<file path="config.mk">
export PLATFORM = sky130hd
export DESIGN_NAME = dds_phase_accumulator_module
export DESIGN_NICKNAME = d
export VERILOG_FILES = /design/src/rtl/dds_pkg.sv /design/src/rtl/sample_tick_module.sv /design/src/rtl/dds_phase_accumulator_module.sv
export SDC_FILE = /design/constraint.sdc
export NUM_CORES = 1
export LEC_CHECK = 0
export CORE_MARGIN = 2
export CORE_UTILIZATION = 30
export CTS_BUF_LIST = sky130_fd_sc_hd__clkbuf_8
export DETAILED_ROUTE_END_ITERATION = 16
export GPL_ROUTABILITY_DRIVEN = 0
export RECOVER_POWER = 100
export REMOVE_ABC_BUFFERS = 1
export SLEW_MARGIN = 20
export SYNTH_ARGS = -nofsm -noshare
export SYNTH_HDL_FRONTEND = slang
export SYNTH_HIERARCHICAL = 1
export SYNTH_SLANG_ARGS = --single-unit
</file>
<file path="constraint.sdc">
create_clock -name CLK -period 3.1 [get_ports CLK]
set_input_delay 0.62 -clock CLK [delete_from_list [all_inputs] [get_ports CLK]]
set_output_delay 0.62 -clock CLK [all_outputs]
set_load 0.01 [all_outputs]
</file>
<file path="src/rtl/dds_pkg.sv">
// Shared constants and waveform-select encodings for the DDS phase accumulator.
package dds_pkg;

  localparam int unsigned ACC_W_DEF  = 20;
  localparam int unsigned ADDR_W_DEF = 10;
  localparam int unsigned KW_W       = 12;

  typedef enum logic [1:0] {
    WaveSine     = 2'b00,
    WaveSquare   = 2'b01,
    WaveTriangle = 2'b10,
    WaveSaw      = 2'b11
  } wave_sel_e;

endpackage

</file>
<file path="src/rtl/sample_tick_module.sv">
// Sample-rate divider: emits a one-cycle registered Tick once every SAMPLE_DIV CLK cycles.
module sample_tick_module #(
  parameter int unsigned SAMPLE_DIV = 50
) (
  input  logic CLK,
  input  logic RSTn,
  output logic Tick
);

  localparam int unsigned CntW = (SAMPLE_DIV > 2) ? $clog2(SAMPLE_DIV) : 1;
  localparam logic [CntW-1:0] CntLast = CntW'(SAMPLE_DIV - 1);

  logic [CntW-1:0] cnt_q, cnt_d;
  logic            tick_q;

  always_comb begin
    cnt_d = cnt_q + CntW'(1);
    if (cnt_q == CntLast) begin
      cnt_d = '0;
    end
  end

  // Tick is registered off the terminal count, so the first one lands a full
  // SAMPLE_DIV cycles after the first edge out of reset.
  always_ff @(posedge CLK or negedge RSTn) begin
    if (!RSTn) begin
      cnt_q  <= '0;
      tick_q <= 1'b0;
    end else begin
      cnt_q  <= cnt_d;
      tick_q <= (cnt_q == CntLast);
    end
  end

  assign Tick = tick_q;

endmodule

</file>
<file path="src/rtl/dds_phase_accumulator_module.sv">
// DDS phase accumulator: phase stepping per sample tick, sine-ROM addressing and
// waveform shaping (sine/square/triangle/sawtooth) with period-aligned selection changes.
module dds_phase_accumulator_module
  import dds_pkg::*;
#(
  parameter int unsigned ACC_W      = ACC_W_DEF,
  parameter int unsigned ADDR_W     = ADDR_W_DEF,
  parameter int unsigned SAMPLE_DIV = 50
) (
  input  logic              CLK,
  input  logic              RSTn,
  input  logic [KW_W-1:0]   KW,
  input  logic [1:0]        Wave_Sel,
  input  logic [ADDR_W-1:0] Rom_Data,
  output logic [ADDR_W-1:0] Rom_Addr,
  output logic [ADDR_W-1:0] Wave_Out,
  output logic              Sample_Valid,
  output logic              Phase_Wrap
);

  logic tick;

  sample_tick_module #(
    .SAMPLE_DIV(SAMPLE_DIV)
  ) u_sample_tick (
    .CLK (CLK),
    .RSTn(RSTn),
    .Tick(tick)
  );

  logic [ACC_W-1:0]  phase_q;
  logic [ACC_W:0]    kw_ext;
  logic [ACC_W:0]    sum;
  logic              carry;
  wave_sel_e         sel_q;
  logic              v1_q, v2_q;
  logic [ADDR_W-1:0] addr_q;
  logic [ADDR_W-1:0] wave_q, wave_d;
  logic [ADDR_W-1:0] tri_ramp;
  logic              valid_q;
  logic              wrap_q;

  assign kw_ext = {{(ACC_W + 1 - KW_W){1'b0}}, KW};
  assign sum    = {1'b0, phase_q} + kw_ext;
  assign carry  = sum[ACC_W];

  assign Rom_Addr = phase_q[ACC_W-1 -: ADDR_W];

  // Selection reloads only on a wrapping tick so shape changes land on period boundaries.
  always_ff @(posedge CLK or negedge RSTn) begin
    if (!RSTn) begin
      phase_q <= '0;
      sel_q   <= WaveSine;
      wrap_q  <= 1'b0;
    end else begin
      wrap_q <= tick & carry;
      if (tick) begin
        phase_q <= sum[ACC_W-1:0];
        if (carry) begin
          sel_q <= wave_sel_e'(Wave_Sel);
        end
      end
    end
  end

  always_comb begin
    tri_ramp = {addr_q[ADDR_W-2:0], 1'b0};
    wave_d   = Rom_Data;
    unique case (sel_q)
      WaveSine:     wave_d = Rom_Data;
      WaveSquare:   wave_d = addr_q[ADDR_W-1] ? '1 : '0;
      // All-ones minus the ramp is its bitwise complement.
      WaveTriangle: wave_d = addr_q[ADDR_W-1] ? ~tri_ramp : tri_ramp;
      WaveSaw:      wave_d = addr_q;
      default:      wave_d = Rom_Data;
    endcase
  end

  // addr_q trails Rom_Addr by one cycle to line up with the synchronous ROM output.
  always_ff @(posedge CLK or negedge RSTn) begin
    if (!RSTn) begin
      v1_q    <= 1'b0;
      v2_q    <= 1'b0;
      addr_q  <= '0;
      wave_q  <= '0;
      valid_q <= 1'b0;
    end else begin
      v1_q    <= tick;
      v2_q    <= v1_q;
      addr_q  <= Rom_Addr;
      valid_q <= v2_q;
      if (v2_q) begin
        wave_q <= wave_d;
      end
    end
  end

  assign Wave_Out     = wave_q;
  assign Sample_Valid = valid_q;
  assign Phase_Wrap   = wrap_q;

endmodule

</file>
# == Yosys cells after proc, flatten, opt, wreduce, memory -nomap -nowiden ==
# Cells that the tools add are included.
# word_totals
reg_bits,53
latchBits,0
ram_bits,0
mem_bits_ro,0
inputBits,26
elab_cells,24
n_memories,0
# classes
n_addsub,2
multipliers,0
n_div,0
order_cmp,0
eq_ne,4
shift,0
muxes,4
n_bitwise,2
n_reduce_logical,2
# op_table
cell,count
case mux 10 bit (4 select lines),1
adder 20 x 12 -> 21 bit,1
two-way mux 10 bit,2
inverter 10 bit,1
"adder 6 x 1 -> 6 bit, second input constant",1
"== test 6 bit, second input constant",1
two-way mux 6 bit,1
"== test 2 bit, second input constant",2
"== test 2 x 1 -> 1 bit, second input constant",1
zero test 2 bit,1
AND reduction 2 bit,1
bitwise AND 1 bit,1

# == Depth between registers and ports, before layout ==
# Gate-level depths: netlist of run 1.
# depth
word_depth,3
depth_mapped,8
ltp_nobuf,7

# == Cells and area by module ==
# Netlist of run 1, hierarchy kept.
# by_module_without_submodules
mod,instances,cells_per_inst,area_each_um2
dds_phase_accumulator_module,1,274,2698.8
sample_tick_module,1,27,310.3

# == Worst setup path before layout of run 1 ==
# OpenSTA, ideal clock, no wires.
# synth_timing
path_kind,input to register
from,input port KW[4]
to,register sel_q[0]
arrival_time_ps,2414
path_slack_ps,559
path_stages,7
path_buffers,1
cell_sequence,ha_1 -> and3_1 -> a221oi_2 -> or4_4 -> buf_6 -> a211oi_4 -> mux2_1
# synth_between
elab_chain_cells,2
# synth_rtl
item,line,text
from (decl),dds_phase_accumulator_module.sv:12,"input logic [KW_W-1:0] KW,"
adder 20 x 12 -> 21 bit,dds_phase_accumulator_module.sv:44,"assign sum = {1'b0, phase_q} + kw_ext;"
AND reduction 2 bit (no line),n/a,
to (signal assigned),dds_phase_accumulator_module.sv:53,sel_q <= WaveSine;
to (signal assigned),dds_phase_accumulator_module.sv:60,sel_q <= wave_sel_e'(Wave_Sel);
to (decl),dds_phase_accumulator_module.sv:35,wave_sel_e sel_q;
# Every way passes these cells.
# A chain may end at the register's enable or synchronous reset.

# == Worst setup path in the final report of run 1 ==
# layout_timing
from,input port KW[0]
to,register sel_q[1]
# The elaborated chain is that of the path after synthesis.

==> results.toml, run 1 <==
[detailed_routing]
wl_um = 6130
drc = 0
wire_per_inst_um = 13.0
vias_per_cell = 4.76
ant_nets = 0
vias = 2240
first_iter_violations = 117
dr.pass1.iters = 4

[sta]
setup_viol = 0
clock_skew_ns = 0.00431
period_minus_slack_ns = 2.88
tns_ns = 0
worstMarginPinSlew_ns = 1.58
fmax_ghz = 0.348
finalHoldViolCount = 0
post-route-period-util_pct = 92.8
rsz0062_at_grt = "false"
slew_headroom_pct = -5.02
report.final.slew_viol_count = 29

[worst_setup_path]
path_cells = "dlygate4sd3_1 -> ha_1 -> fa_1 -> a21o_1 -> a221oi_2 -> or4_4 -> a211oi_4 -> mux2_1"
start_kind = "input port"
critPathBufInv = 1
worst-path-stages = 8
r2r-end = "sel_q[1]"
critPathArrivalTime_ns = 3.06
startpoint = "KW[0]"
critPathMaxFanout = 6
endpoint = "sel_q[1]"
slowest_stage = "dlygate4sd3_1"
path_class = "input port to register"
r2r-start = "phase_q[0]"
required_ns = 3.29
critPathCaptureType = "register"
rrSetupSlack_ns = 0.71
cpLargestDelayFamily = "compound AO/OA/AOI/OAI gates"
cpPeakStageDelay_ns = 0.54
r2r_cells = 7

[final_layout]
area_delta_synth_final_pct = 21.9
finalNonFillerCells = 471
num_antenna_cells = 0
drive_above_1_share_pct = 7.10
nFillCells = 981
final_nets = 378

[floorplan]
fp-row-count = 36
io_pins = 48
initial_utilization_pct = 30.8
core_area_sq_um = 9770
dieArea_sq_um = 10800
die_h_um = 104
die_width_um = 104

[logic_synthesis]
yosysTopAreaCell = "dfrtp_1"
yosysMostFrequentCell = "dfrtp_1"
synth_area_leaders = "dfrtp_1, ha_1, xnor2_1, a21oi_1, nor2_1"
synth_edf_count = 0
ys.warnings.count = 6
synth_top_cell_area_share_pct = 44.1
syn_area_sq_um = 3010
synthFlopType = "dfrtp_1"
netlist_instances = 301
ys_types = 48
ys_async_sr_fraction_pct = 100
synth.avg_cell_area_sq_um = 10.0
ys_ff_latch = 53
synth_common_cells = "dfrtp_1, nor2_1, a21oi_1, xnor2_1, nand2_1"
yosysSeqAreaShare_pct = 44.1

[global_route]
overflow = 0
grt_pass1_vias = 2128
grt_antenna_before_repair = 0
grt_pass1_wl_um = 10300
grt_use_total_pct = 11.4
grt_max_degree = 32

[clocking]
cts_buffers = 5
cts_setup_buffers = 0
clock_path_buffers = 2
hold_buffers = 0
htreeDepth = 2
worstSkewPairLatency_ns = 0.30
path_clk_slew_ns = 0.09
cts_tree = "built"
cts_resized = 0
clockRootBuffer = "clkbuf_8"
clkSinkCount = 53

[power]
p_int_mw = 1.07
irDropWorstVdd_mv = 0.186
p_comb_share_pct = 8.5
power_switching_mw = 0.282
seq_power_share_pct = 51.2
p_leak_nw = 1.54
p_clk_share_pct = 40.3
powerDensity_nw_per_um2 = 368
swShare_pct = 20.9

[placed_design]
io_buffers = 47
hpwl_um = 4690
dp_cells = 463

[status]
violations = "max-capacitance violations, max-slew violations"
outcome = "complete, but fails checks"

[worst_hold_path]
holdCritPathClass = "register to register"

[job]
drv_cap = 1
## per-layer routing
layer | up-vias | share of wire, % | global-route usage [%]
met5 | - | 0 | 0
met4 | 0 | 0.82 | 2.32
met3 | 5 | 4.0 | 2.94
met2 | 37 | 48 | 18.8
met1 | 1048 | 47 | 15.2
li1 | 1150 | - | -
## layout make-up
type,instances,area [sq um],share of cell area [%]
clock inverters,3,65.1,1.77
repair buffers,53,499,13.6
well taps,133,166,4.54
clock buffers,5,68.8,1.88
flip-flops and latches,53,1330,36.2
multi-input cells,217,1520,41.3
inverters,7,26.3,0.716
## power groups by stage
stage               Combinational, mW  Clock, mW  Sequential [mW]
floorplan                      0.0527          0            0.705
global placement                0.116          0            0.704
detailed placement              0.117          0            0.704
CTS                             0.118      0.563            0.691
global route                    0.128      0.585            0.691
finish                          0.114      0.544            0.691
## cells in the final DEF (no fill, tap or decap), types with 3 or more instances in the layout
master,netlist,final
inv_1,7,7
a21oi_1,25,25
o21ai_0,7,7
o21a_1,3,3
clkbuf_8,0,5
mux2_2,9,9
buf_4,10,3
clkbuf_1,7,3
dlygate4sd3_1,0,25
nand2_1,15,15
nand2b_1,10,10
nor2_1,28,28
a31oi_1,9,9
a211o_1,3,3
xor2_1,9,9
nor3_1,4,4
a21o_1,5,5
nand3_1,7,8
nand4_1,4,4
o211ai_1,4,4
xnor2_1,16,16
nor2b_1,4,4
o311ai_0,3,3
dfrtp_1,53,53
clkdlybuf4s50_1,0,21
ha_1,14,14
a211oi_1,10,10
## worst register-to-register path: stages (launching register included)
cell	delay, ns
dfrtp_1	0.39
ha_1	0.21
fa_1	0.40
a21o_1	0.22
a221oi_2	0.39
or4_4	0.26
a211oi_4	0.07
mux2_1	0.32
## state kept, by name, summed over array words and instances (netlist names)
signal,count
Sample_Valid,1
v1_q,1
Wave_Out,10
u_sample_tick/cnt_q,6
addr_q,10
v2_q,1
sel_q,2
phase_q,20
u_sample_tick/Tick,1
Phase_Wrap,1
## worst min-delay path by stage
stage,from,to,slack [ns],cells past startpoint
finish,v1_q,v2_q,0.36,0
global route,v1_q,v2_q,0.37,0
CTS,RSTn,Wave_Out[7],0.32,2
detailed placement,v1_q,v2_q,0.33,0
global placement,v1_q,v2_q,0.33,0
floorplan,RSTn,Phase_Wrap,0.32,0
## per-stage QoR
step           setup slack [ns]  area (sq um)  util [%]  power, mW  hold WS [ns]
4_1_cts                   0.361          3680      37.7       1.37         0.319
3_3_place_gp             0.0897          3550      36.3      0.821         0.334
6_report                  0.224          3670      37.5       1.35         0.355
3_5_place_dp             0.0337          3550      36.3      0.821         0.335
5_1_grt                   0.174          3670      37.5       1.40         0.366
2_1_floorplan             0.620          2870         -      0.757         0.324
## cells by family after synthesis
kind of cell / synth area share, %
xor gates and xnor gates: 7.28
adders and majority gates: 6.49
muxes: 4.12
and+or+nand+nor: 15.2
AOI/OAI and AO/OA: 17.5
buffers and inverters: 5.41
DFF: 44.1
(Power assumes the default switching activity.)
==> run 2: changes to the inputs <==
--- a/config.mk
+++ b/config.mk
@@ -8,6 +8,7 @@
 export CORE_MARGIN = 2
 export CORE_UTILIZATION = 30
 export CTS_BUF_LIST = sky130_fd_sc_hd__clkbuf_8
+export CTS_CLUSTER_SIZE = 30
 export DETAILED_ROUTE_END_ITERATION = 16
 export GPL_ROUTABILITY_DRIVEN = 0
 export RECOVER_POWER = 100
==> results of run 2 <==
The final DEF is identical to that of run 1; final timing and power are the same.
==> run 3: changes to the inputs <==
--- a/config.mk
+++ b/config.mk
@@ -5,8 +5,9 @@
 export SDC_FILE = /design/constraint.sdc
 export NUM_CORES = 1
 export LEC_CHECK = 0
+export CAP_MARGIN = 5
 export CORE_MARGIN = 2
-export CORE_UTILIZATION = 30
+export CORE_UTILIZATION = 27
 export CTS_BUF_LIST = sky130_fd_sc_hd__clkbuf_8
 export CTS_CLUSTER_SIZE = 30
 export DETAILED_ROUTE_END_ITERATION = 16
==> run 3 against run 2 <==
Against the previous run:
- the run now ends clean
- die area up 11%
- critical endpoint unchanged
- count of clock-buffer cells in the layout unchanged
- largest power group unchanged
- clock skew down 0.0012 ns
==> results.toml, run 3 (synthesized netlist as in run 1, its figures left out) <==
[sta]
hold_ws_ns = 0.328
slew_headroom_pct = 30.4
finalHoldViolCount = 0
rsz0062_at_grt = "false"
report.final.slew_viol_count = 0
period_minus_slack_ns = 2.82
worstMarginPinSlew_ns = 1.04
layout_setup_ws_ns = 0.282
setup_viol = 0
tns_ns = 0
clock_skew_ns = 0.00307
fmax_ghz = 0.355
post-route-period-util_pct = 90.9

[worst_setup_path]
critPathArrivalTime_ns = 3.01
slowest_stage = "dlygate4sd3_1"
r2r-start = "phase_q[0]"
r2r-end = "sel_q[1]"
path_cells = "dlygate4sd3_1 -> fa_1 -> a21o_1 -> a221oi_2 -> or4_4 -> a211oi_4 -> mux2_1"
critPathMaxFanout = 6
required_ns = 3.29
path_class = "input port to register"
r2r_cells = 7
start_kind = "input port"
critPathCaptureType = "register"
rrSetupSlack_ns = 0.64
cpPeakStageDelay_ns = 0.58

[global_route]
overflow = 0
grt_max_degree = 43
grt_pass1_wl_um = 10900
grt_use_total_pct = 11.3
grt_antenna_before_repair = 0
grt_pass1_vias = 2312

[final_layout]
nFillCells = 1126
fin_area_sq_um = 3650
area_delta_synth_final_pct = 21.2
largest_reg_flops = 20
finalNonFillerCells = 480
num_antenna_cells = 0
layout_common_cells = "dfrtp_1, nor2_1, a21oi_1"
top_register = "phase_q"
layout_commonest_cell = "dfrtp_1"
final_nets = 380
drive_above_1_share_pct = 7.65
final_core_util_pct = 33.6

[detailed_routing]
ant_nets = 0
first_iter_violations = 77
vias_per_cell = 4.78
dr.pass1.iters = 4
wire_per_inst_um = 13.4
wl_um = 6410
vias = 2292
drc = 0

[floorplan]
fp-row-count = 38
initial_utilization_pct = 27.8
core_area_sq_um = 10800
die_width_um = 110
io_pins = 48
dieArea_sq_um = 12000
die_h_um = 110

[clocking]
worstSkewPairLatency_ns = 0.30
path_clk_slew_ns = 0.10
cts_tree = "built"
cts_resized = 0
hold_buffers = 0
cts_buffers = 5
clock_path_buffers = 2
clkSinkCount = 53
clockRootBuffer = "clkbuf_8"
htreeDepth = 2
cts_setup_buffers = 0

[power]
powerDensity_nw_per_um2 = 328
p_leak_nw = 1.53
irDropWorstVdd_mv = 0.163
totalPowerFinal_mw = 1.20

[placed_design]
dp_cells = 472
pre_cts_slack_ns = -0.00716
io_buffers = 47
hpwl_um = 4770
place_area_sq_um = 3570

[worst_hold_path]
holdCritPathClass = "input port to async pin"

[status]
outcome = "completed"

[job]
drv_cap = 0
==> run 3: worst max-delay path by stage <==
stage	startpoint	to	slack [ns]	depth (start not counted)
after global placement	KW[0]	sel_q[1]	0.03	8
after global routing	KW[1]	sel_q[1]	0.21	7
final	KW[1]	sel_q[1]	0.28	7
after CTS	KW[0]	sel_q[1]	0.32	8
after detailed placement	KW[0]	sel_q[1]	-0.007	8
after floorplan	KW[4]	sel_q[0]	0.62	6
==> run 3: worst max-delay path, delay by kind of cell <==
kind	cells	cell delay [ns]
adders and majority gates	1	0.48
AOI/OAI and AO/OA	3	0.71
and+or+nand+nor	1	0.27
muxes	1	0.34
buffers and inverters	1	0.58
==> run 3: report_power, final <==
group,total [mW],internal [mW],switching [mW]
sequential,0.691,0.691,0
combinational,0.115,0.0577,0.0571
clock,0.391,0.158,0.233
total,1.20,0.907,0.290
==> run 3: layout make-up <==
class                      instances  area, sq um  share of cell area (%)
clock buffer                       5         68.8                    1.89
clock inverter                     3         17.5                   0.480
inverter                           7         26.3                   0.720
multi-input combinational        217         1520                    41.5
sequential                        53         1330                    36.4
tap                              140          175                    4.80
timing repair buffer              55          518                    14.2
==> run 3: metal layers <==
| metal | global-route usage [%] | wire, um |
|---|---|---|
| met5 | 0 | 0 |
| met4 | 2.53 | 42 |
| met3 | 2.25 | 262 |
| met2 | 19.0 | 2980 |
| met1 | 15.0 | 3130 |
